--- config.mk ---
export PLATFORM = sky130hd
export DESIGN_NAME = alu_ctrl
export DESIGN_NICKNAME = d
export VERILOG_FILES = /design/src/rtl/alu_ctrl.sv
export SDC_FILE = /design/constraint.sdc
export NUM_CORES = 1
export LEC_CHECK = 0
export CORE_UTILIZATION = 48
export CTS_CLUSTER_DIAMETER = 50
export DETAILED_ROUTE_END_ITERATION = 7
export PLACE_DENSITY = 0.76
export SETUP_SLACK_MARGIN = 0.1
export SYNTH_ARGS = -nofsm -noshare
export SYNTH_HDL_FRONTEND = slang
export SYNTH_SLANG_ARGS = --single-unit
--- constraint.sdc ---
create_clock -name clk -period 1.93 [get_ports clk]
set_input_delay 0.193 -clock clk [delete_from_list [all_inputs] [get_ports clk]]
set_output_delay 0.193 -clock clk [all_outputs]
set_load 0.005 [all_outputs]
--- src/rtl/alu_ctrl.sv ---
// Instruction-side controller for the 4-bit ALU: register file, operand fetch, write-back.
// Optional zero flag output is compiled in when ALU_ZERO_FLAG_EN is defined.
module alu_ctrl #(
    parameter int WIDTH = 4,
    parameter int NREGS = 4,
    localparam int AW = $clog2(NREGS)
) (
    input  logic              clk,
    input  logic              rst_n,
    input  logic              instr_valid,
    output logic              instr_ready,
    input  logic [3+3*AW-1:0] instr,
    output logic [WIDTH-1:0]  alu_in1,
    output logic [WIDTH-1:0]  alu_in2,
    output logic [2:0]        alu_sel,
    input  logic [WIDTH-1:0]  alu_out,
    output logic              done,
    output logic [WIDTH-1:0]  result,
    input  logic [AW-1:0]     dbg_raddr,
    output logic [WIDTH-1:0]  dbg_rdata
`ifdef ALU_ZERO_FLAG_EN
    ,
    output logic              zero
`endif
);

    localparam int         DEPTH   = 1 << AW;
    localparam logic [AW:0] NREGS_W = (AW+1)'(NREGS);
    localparam logic [2:0] OP_LOADI = 3'b111;

    typedef enum logic {IDLE, EXEC} state_t;

    state_t r_state;
    state_t w_nextState;

    logic [WIDTH-1:0] r_rf [DEPTH];
    logic [WIDTH-1:0] r_aluIn1;
    logic [WIDTH-1:0] r_aluIn2;
    logic [2:0]       r_aluSel;
    logic [AW-1:0]    r_rd;
    logic             r_isLoadi;
    logic [WIDTH-1:0] r_imm;
    logic             r_done;
    logic [WIDTH-1:0] r_result;

    logic [2:0]       w_op;
    logic [AW-1:0]    w_rd;
    logic [AW-1:0]    w_rs1;
    logic [AW-1:0]    w_rs2;
    logic             w_accept;
    logic             w_rs1Ok;
    logic             w_rs2Ok;
    logic             w_rdOk;
    logic             w_dbgOk;
    logic [WIDTH-1:0] w_rs1Data;
    logic [WIDTH-1:0] w_rs2Data;
    logic [WIDTH-1:0] w_imm;
    logic [WIDTH-1:0] w_wbData;

    assign w_op  = instr[3+3*AW-1 -: 3];
    assign w_rd  = instr[3*AW-1 -: AW];
    assign w_rs1 = instr[2*AW-1 -: AW];
    assign w_rs2 = instr[AW-1:0];

    // Indices beyond NREGS only occur when NREGS is not a power of two.
    assign w_rs1Ok = {1'b0, w_rs1} < NREGS_W;
    assign w_rs2Ok = {1'b0, w_rs2} < NREGS_W;
    assign w_rdOk  = {1'b0, r_rd} < NREGS_W;
    assign w_dbgOk = {1'b0, dbg_raddr} < NREGS_W;

    assign w_rs1Data = w_rs1Ok ? r_rf[w_rs1] : '0;
    assign w_rs2Data = w_rs2Ok ? r_rf[w_rs2] : '0;
    assign dbg_rdata = w_dbgOk ? r_rf[dbg_raddr] : '0;

    assign w_imm    = WIDTH'({w_rs1, w_rs2});
    assign w_accept = instr_valid & instr_ready;
    assign w_wbData = r_isLoadi ? r_imm : alu_out;

    always_ff @(posedge clk or negedge rst_n) begin
        if (!rst_n) begin
            r_state <= IDLE;
        end else begin
            r_state <= w_nextState;
        end
    end

    always_comb begin
        w_nextState = r_state;
        instr_ready = 1'b0;
        case (r_state)
            IDLE: begin
                instr_ready = 1'b1;
                if (instr_valid) begin
                    w_nextState = EXEC;
                end
            end
            EXEC: begin
                w_nextState = IDLE;
            end
            default: begin
                w_nextState = IDLE;
            end
        endcase
    end

    // LOADI leaves the ALU-facing registers untouched; only the immediate is captured.
    always_ff @(posedge clk or negedge rst_n) begin
        if (!rst_n) begin
            for (int i = 0; i < DEPTH; i++) begin
                r_rf[i] <= '0;
            end
            r_aluIn1  <= '0;
            r_aluIn2  <= '0;
            r_aluSel  <= 3'b000;
            r_rd      <= '0;
            r_isLoadi <= 1'b0;
            r_imm     <= '0;
            r_done    <= 1'b0;
            r_result  <= '0;
        end else begin
            r_done <= 1'b0;
            if (w_accept) begin
                r_rd      <= w_rd;
                r_isLoadi <= (w_op == OP_LOADI);
                r_imm     <= w_imm;
                if (w_op != OP_LOADI) begin
                    r_aluIn1 <= w_rs1Data;
                    r_aluIn2 <= w_rs2Data;
                    r_aluSel <= w_op;
                end
            end
            if (r_state == EXEC) begin
                if (w_rdOk) begin
                    r_rf[r_rd] <= w_wbData;
                end
                r_result <= w_wbData;
                r_done   <= 1'b1;
            end
        end
    end

`ifdef ALU_ZERO_FLAG_EN
    logic r_zero;

    always_ff @(posedge clk or negedge rst_n) begin
        if (!rst_n) begin
            r_zero <= 1'b0;
        end else if (r_state == EXEC) begin
            r_zero <= (w_wbData == '0);
        end
    end

    assign zero = r_zero;
`endif

    assign alu_in1 = r_aluIn1;
    assign alu_in2 = r_aluIn2;
    assign alu_sel = r_aluSel;
    assign done    = r_done;
    assign result  = r_result;

endmodule

**Word-level counts from Yosys, hierarchy flattened**

Cells that the tools add are included.

- Word-level logic and storage cells: 45
- Output and inout bits: 21
- Register bits: 40
- Input bits: 18

- Reduce and logical (&&, ||, !) cells: 2
- Mux-type cells: 17
- Equality and inequality tests: 2
- Order comparisons: 5
- Bitwise gates (word level): 6

Operators with widths:

| cell | number |
|---|---|
| $mux 4 | 8 |
| $bmux 4 s2 | 3 |
| $bwmux 16 | 1 |
| $ge 3x3->1 const B | 4 |
| $not 2->3 | 4 |
| $demux 4 s2 | 1 |
| $eq 3x3->1 const B | 1 |
| $lt 3x1->1 const B | 1 |
| $mux 1 | 3 |
| $ne 3x3->1 const B | 1 |
| $pmux 1 s2 | 1 |
| $reduce_and 2->1 | 1 |
| $and 1x1->1 | 1 |
| $logic_and 1x1->1 | 1 |
| $not 1->1 | 1 |

**Logic depth before layout (Yosys ltp)**

- Depth in word-level cells: 6
- Mapped depth: 4
- Gate-level depth less buffers: 4

**Least setup slack after synthesis**

Ideal clock, no wire load.

- Path kind: register -> register
- From: register r_state
- To: register r_aluIn1[0] (netlist: alu_in1[0])
- Arrival time: 1236 ps
- Cell stages (with the launch flop): 5
- Clock period less this slack: 1361 ps
- Required time: 1805 ps
- Setup slack: 569 ps
- Buffers on the path: 1
- Path through: dfrtp_1 -> nand2b_4 -> a31oi_2 -> buf_4 -> mux2_4

- Word-level cells in the longest chain between the ends: 3

RTL lines:

| what | line | RTL |
|---|---|---|
| start: declaration | 33 | `state_t r_state;` |
| start signal: assignment | 83 | `r_state <= w_nextState;` |
| $mux 1 | 90 | `case (r_state)` |
| $and 1x1->1 | 76 | `assign w_accept = instr_valid & instr_ready;` |
| $reduce_and 2->1 (no source line) | -- |  |
| end signal: assignment | 127 | `r_aluIn1 <= w_rs1Data;` |
| end: declaration | 37 | `logic [WIDTH-1:0] r_aluIn1;` |

Every way passes these cells.
A chain may end at the register's enable or synchronous reset.

**Worst setup path after layout**

- From: register r_rf[1] (netlist name)
- To: output dbg_rdata[1]

- Word-level cells in the longest chain between the ends: 3

RTL lines:

| what | line | RTL |
|---|---|---|
| start: declaration | 36 | `logic [WIDTH-1:0] r_rf [DEPTH];` |
| start signal: indexed assignment | 134 | `r_rf[r_rd] <= w_wbData;` |
| $bmux 4 s2 | 73 | `assign dbg_rdata = w_dbgOk ? r_rf[dbg_raddr] : '0;` |
| $mux 4 (implied by the code) (2 in a row) | 73 |  |
| end: declaration | 20 | `output logic [WIDTH-1:0] dbg_rdata` |

Every way passes these cells. The select of a mux whose other input is x is not followed.

==> impl.org <==
** Critical path
- Sequence of cells on the critical path :: mux4_2, dlygate4sd2_1
- Arrival time reported for the critical path endpoint :: about 1.5 ns
- Count of buffering cells on the critical path with inverters included :: 1
- STA classifies the critical path endpoint as a primary output.
- Data on the critical path is required at its endpoint by roughly 1.7 ns.
- Critical Path Slowest Stage Cell :: mux4_2
- Critical path class :: reg2out
- Max stage delay on crit path :: about 0.49 ns
- The cell family contributing the most delay on the critical path is multiplexers.
- In this run the worst path has a maximum fanout of 2.
- The worst setup path is launched from a flop.

** Synthesis
- The number of nets in the synthesized netlist is 160.
- Number of flip-flops and latches in the synthesized netlist :: 40
- In the synthesized netlist, the number of instances is 142.
- Ranked by total cell area, the synthesized netlist is headed by dfrtp_1 55%, mux4_2 15%, mux2_4 6.6%, nand2_1 6.2%, o21ai_0 3.3%.
- Sequential cells were found to cover a little over half of the synthesized design area.
- The biggest area contributor in the post-synthesis netlist is dfrtp_1.
- Area share of the largest cell type after synthesis :: 54.9%
- Average cell area after synthesis :: around 13 um^2
- Synthesis instantiated 20 different standard cells from the library.
- After synthesis the cells add up to roughly 1800 um^2.
- Number of warnings issued by yosys :: 0

** Placement
- In this run, placement finished with an instance count of 225.
- Summing all placed instances gives a cell area of 2240 um^2.
- HPWL after detailed placement :: between 2000 and 3000 um
- Routability-driven placement finished with a final weighted congestion of 0.766.
- Quantity of I/O buffers inserted on ports :: 38

** Timing
- Minimum period implied by the final worst setup slack :: ~1.7 ns
- Least-Margin Pin Slew :: between 0.8 and 0.9 ns
- For the final database, setup skew stands at 0.00501 ns.
- Of the available clock period, the critical path in the final layout requires between 80 and 90%.
- Measured against its own limit, the worst slew margin works out to between 40% and 50%.
- The number of hold violations in the final report came to 0.
- Maximum operating frequency :: about 0.6 GHz
- Number of failing setup endpoints in the final timing report :: 0
- Final Hold Slack :: between 0.01 and 0.015 ns
- Setup repair after global routing missed its margin :: no
- The number of pins exceeding their max-slew limit in the final report came to 0.
- Adding up every negative setup slack in the final design gives 0 ns.

** Routing
- Iter 0 DRT Violations :: 87
- The routed layout has approximately 1,300 vias.
- Average wire per cell in the routed design :: between 15 and 20 um
- Number of vias per cell :: around 5.5
- Detail Route Antenna Nets :: 0
- For this block, the routed nets add up to around 4000 um of wire.
- In the routed design, unresolved DRC markers number 0.
- The pre-antenna-repair detailed-routing pass consisted of 4 iterations.

** Die
- Total I/O pin count :: 39
- From left edge to right edge, the die measures ~64 um.
- The floorplan step set the die height to 63.6 um.
- Row generation in the floorplan step produced 22 rows.
- Initial cell density of the core :: about half
- Core region area :: 3660 um^2
- The die covers 4050 um^2.

** Run
- Across the run, the number of max-cap violations was 0.

** Global routing
- The first global-routing pass estimated ~6500 um of wire.
- Total global routing track utilization :: roughly 22%
- Largest net degree at the start of global routing :: 41
- Initial antenna violation count :: 0
- The via count of the first global-routing pass came to approximately 1,300.
- Total gr overflow :: 0

** Finish
- Sequential Area :: ~1000 um^2
- Number of diodes added for antenna fixing :: 0
- Leading cell type in the layout, fill and taps excluded :: dfrtp_1
- Non-Filler Cell Area, Final :: 2450 um^2
- Leaving out filler cells and counting taps, the final layout contains around 240.
- Final net count :: ~210
- Area growth from synthesis to final layout :: 34.2%
- The post-route netlist has about a quarter of its cells at a drive strength greater than 1.
- Number of fill cells :: between 200 and 300
- Footprint of the multi-input gates :: 771 um^2
- In the layout the commonest cells are 40 x dfrtp_1, 32 x clkdlybuf4s50_1, 30 x nand2_1, 14 x buf_4.

** Clock tree
- Largest buffer count on any clock path :: 2
- In this run the number of H-tree levels came out at 2.
- Number of buffers inserted during clock tree synthesis :: 5
- The later pin in the worst-skew pair is clocked with a latency of about 0.29 ns.
- In this run the clock root is driven by a clkbuf_8.
- Counting every sink on the clock net gives 40.
- TritonCTS built the clock tree.
- Worst-path clk slew :: 0.07 ns
- After clock tree synthesis, the flow added hold-fix buffers numbering 0.

** Worst hold path
- Path category of the worst min-delay check :: in2async

** Power and ir drop
- Peak VDD IR :: about 540 uV
- In this run the power density over the cells is around 1300 nW/um^2.
- Total power consumption of the routed design :: approximately 3100 uW
- Summed over all cells, the static leakage comes to about 0.0011 uW.

** Status
- The run finished with clean final reports.
## timing repair
action                     CTS  global route
pin swaps                    0             0
buffers inserted             8             3
hold endpoints to repair     0             0
resized for setup            3             2
setup endpoints to repair    4             2
## path summary, 6_finish.rpt
path / startpoint / to / slack [ns] / depth (start not counted)
setup reg to reg: r_rf[1]$_DFFE_PN0P_ / alu_in1[1]$_DFFE_PN0P_ / 0.52 / 3
max in group asynchronous: rst_n / r_rf[14]$_DFFE_PN0P_ / 1.39 / 1
hold / removal: rst_n / r_rf[12]$_DFFE_PN0P_ / 0.01 / 1
setup / recovery: r_rf[1]$_DFFE_PN0P_ / dbg_rdata[1] / 0.26 / 2
min in group clk: instr[5] / r_rd[1]$_DFFE_PN0P_ / 0.42 / 3
hold reg to reg: r_imm[0]$_DFFE_PN0P_ / r_imm[0]$_DFFE_PN0P_ / 0.48 / 2
## through the flow
step                worst slack, ns  utilization, %
floorplan                     0.569               -
global placement            -0.0872            61.1
detailed placement           -0.106            61.1
CTS                           0.107            66.1
global route                  0.220            66.8
finish                        0.258            66.8
## synth_stat cells (all sizes together)
library cell / number
dfrtp: 40
nand2: 30
mux4: 12
o21ai: 12
nor2: 10
a21oi: 9
mux2: 8
buf: 5
mux2i: 4
o22a: 3
nand3b: 2
a31oi: 1
clkbuf: 1
clkinv: 1
inv: 1
nand2b: 1
nand3: 1
nor3b: 1
## area by class of cell
cell class | instances | area share, %
clock buffer | 7 | 3.94
clock inverter | 1 | 1.23
inverter | 2 | 0.307
multi-input combinational | 94 | 31.5
sequential | 40 | 40.9
tap | 48 | 2.45
timing repair buffer | 52 | 19.7
## registers in the layout, summed over array words and instances (netlist names)
| register | cells |
|---|---|
| r_rf | 16 |
| r_isLoadi | 1 |
| alu_in2 | 4 |
| r_imm | 4 |
| r_state | 1 |
| alu_in1 | 4 |
| alu_sel | 3 |
| done | 1 |
| r_rd | 2 |
| result | 4 |
## routing by layer
layer | GRT usage [%] | part of all wire (%)
met5 | 0 | 0
met4 | 13.4 | 2.7
met3 | 5.07 | 6.4
met2 | 35.6 | 51
met1 | 26.7 | 40
## kinds of logic after synthesis
kind of cell / count (synthesis) / share of synthesized area [%]
AND/OR/NAND/NOR: 45 / 10.8
flip-flops: 40 / 54.9
AO/OA/AOI/OAI: 25 / 7.89
multiplexers: 24 / 23.6
buffers and inverters: 8 / 2.81
## power by group
group | leakage (uW) | switching [uW] | total (uW) | internal (uW)
clock network | 0.0000645 | 280 | 736 | 456
registers | 0.000474 | 200 | 1310 | 1110
logic | 0.000567 | 369 | 1100 | 732
total | 0.00111 | 849 | 3140 | 2290
No activity file was read; power rests on OpenSTA's default activity.
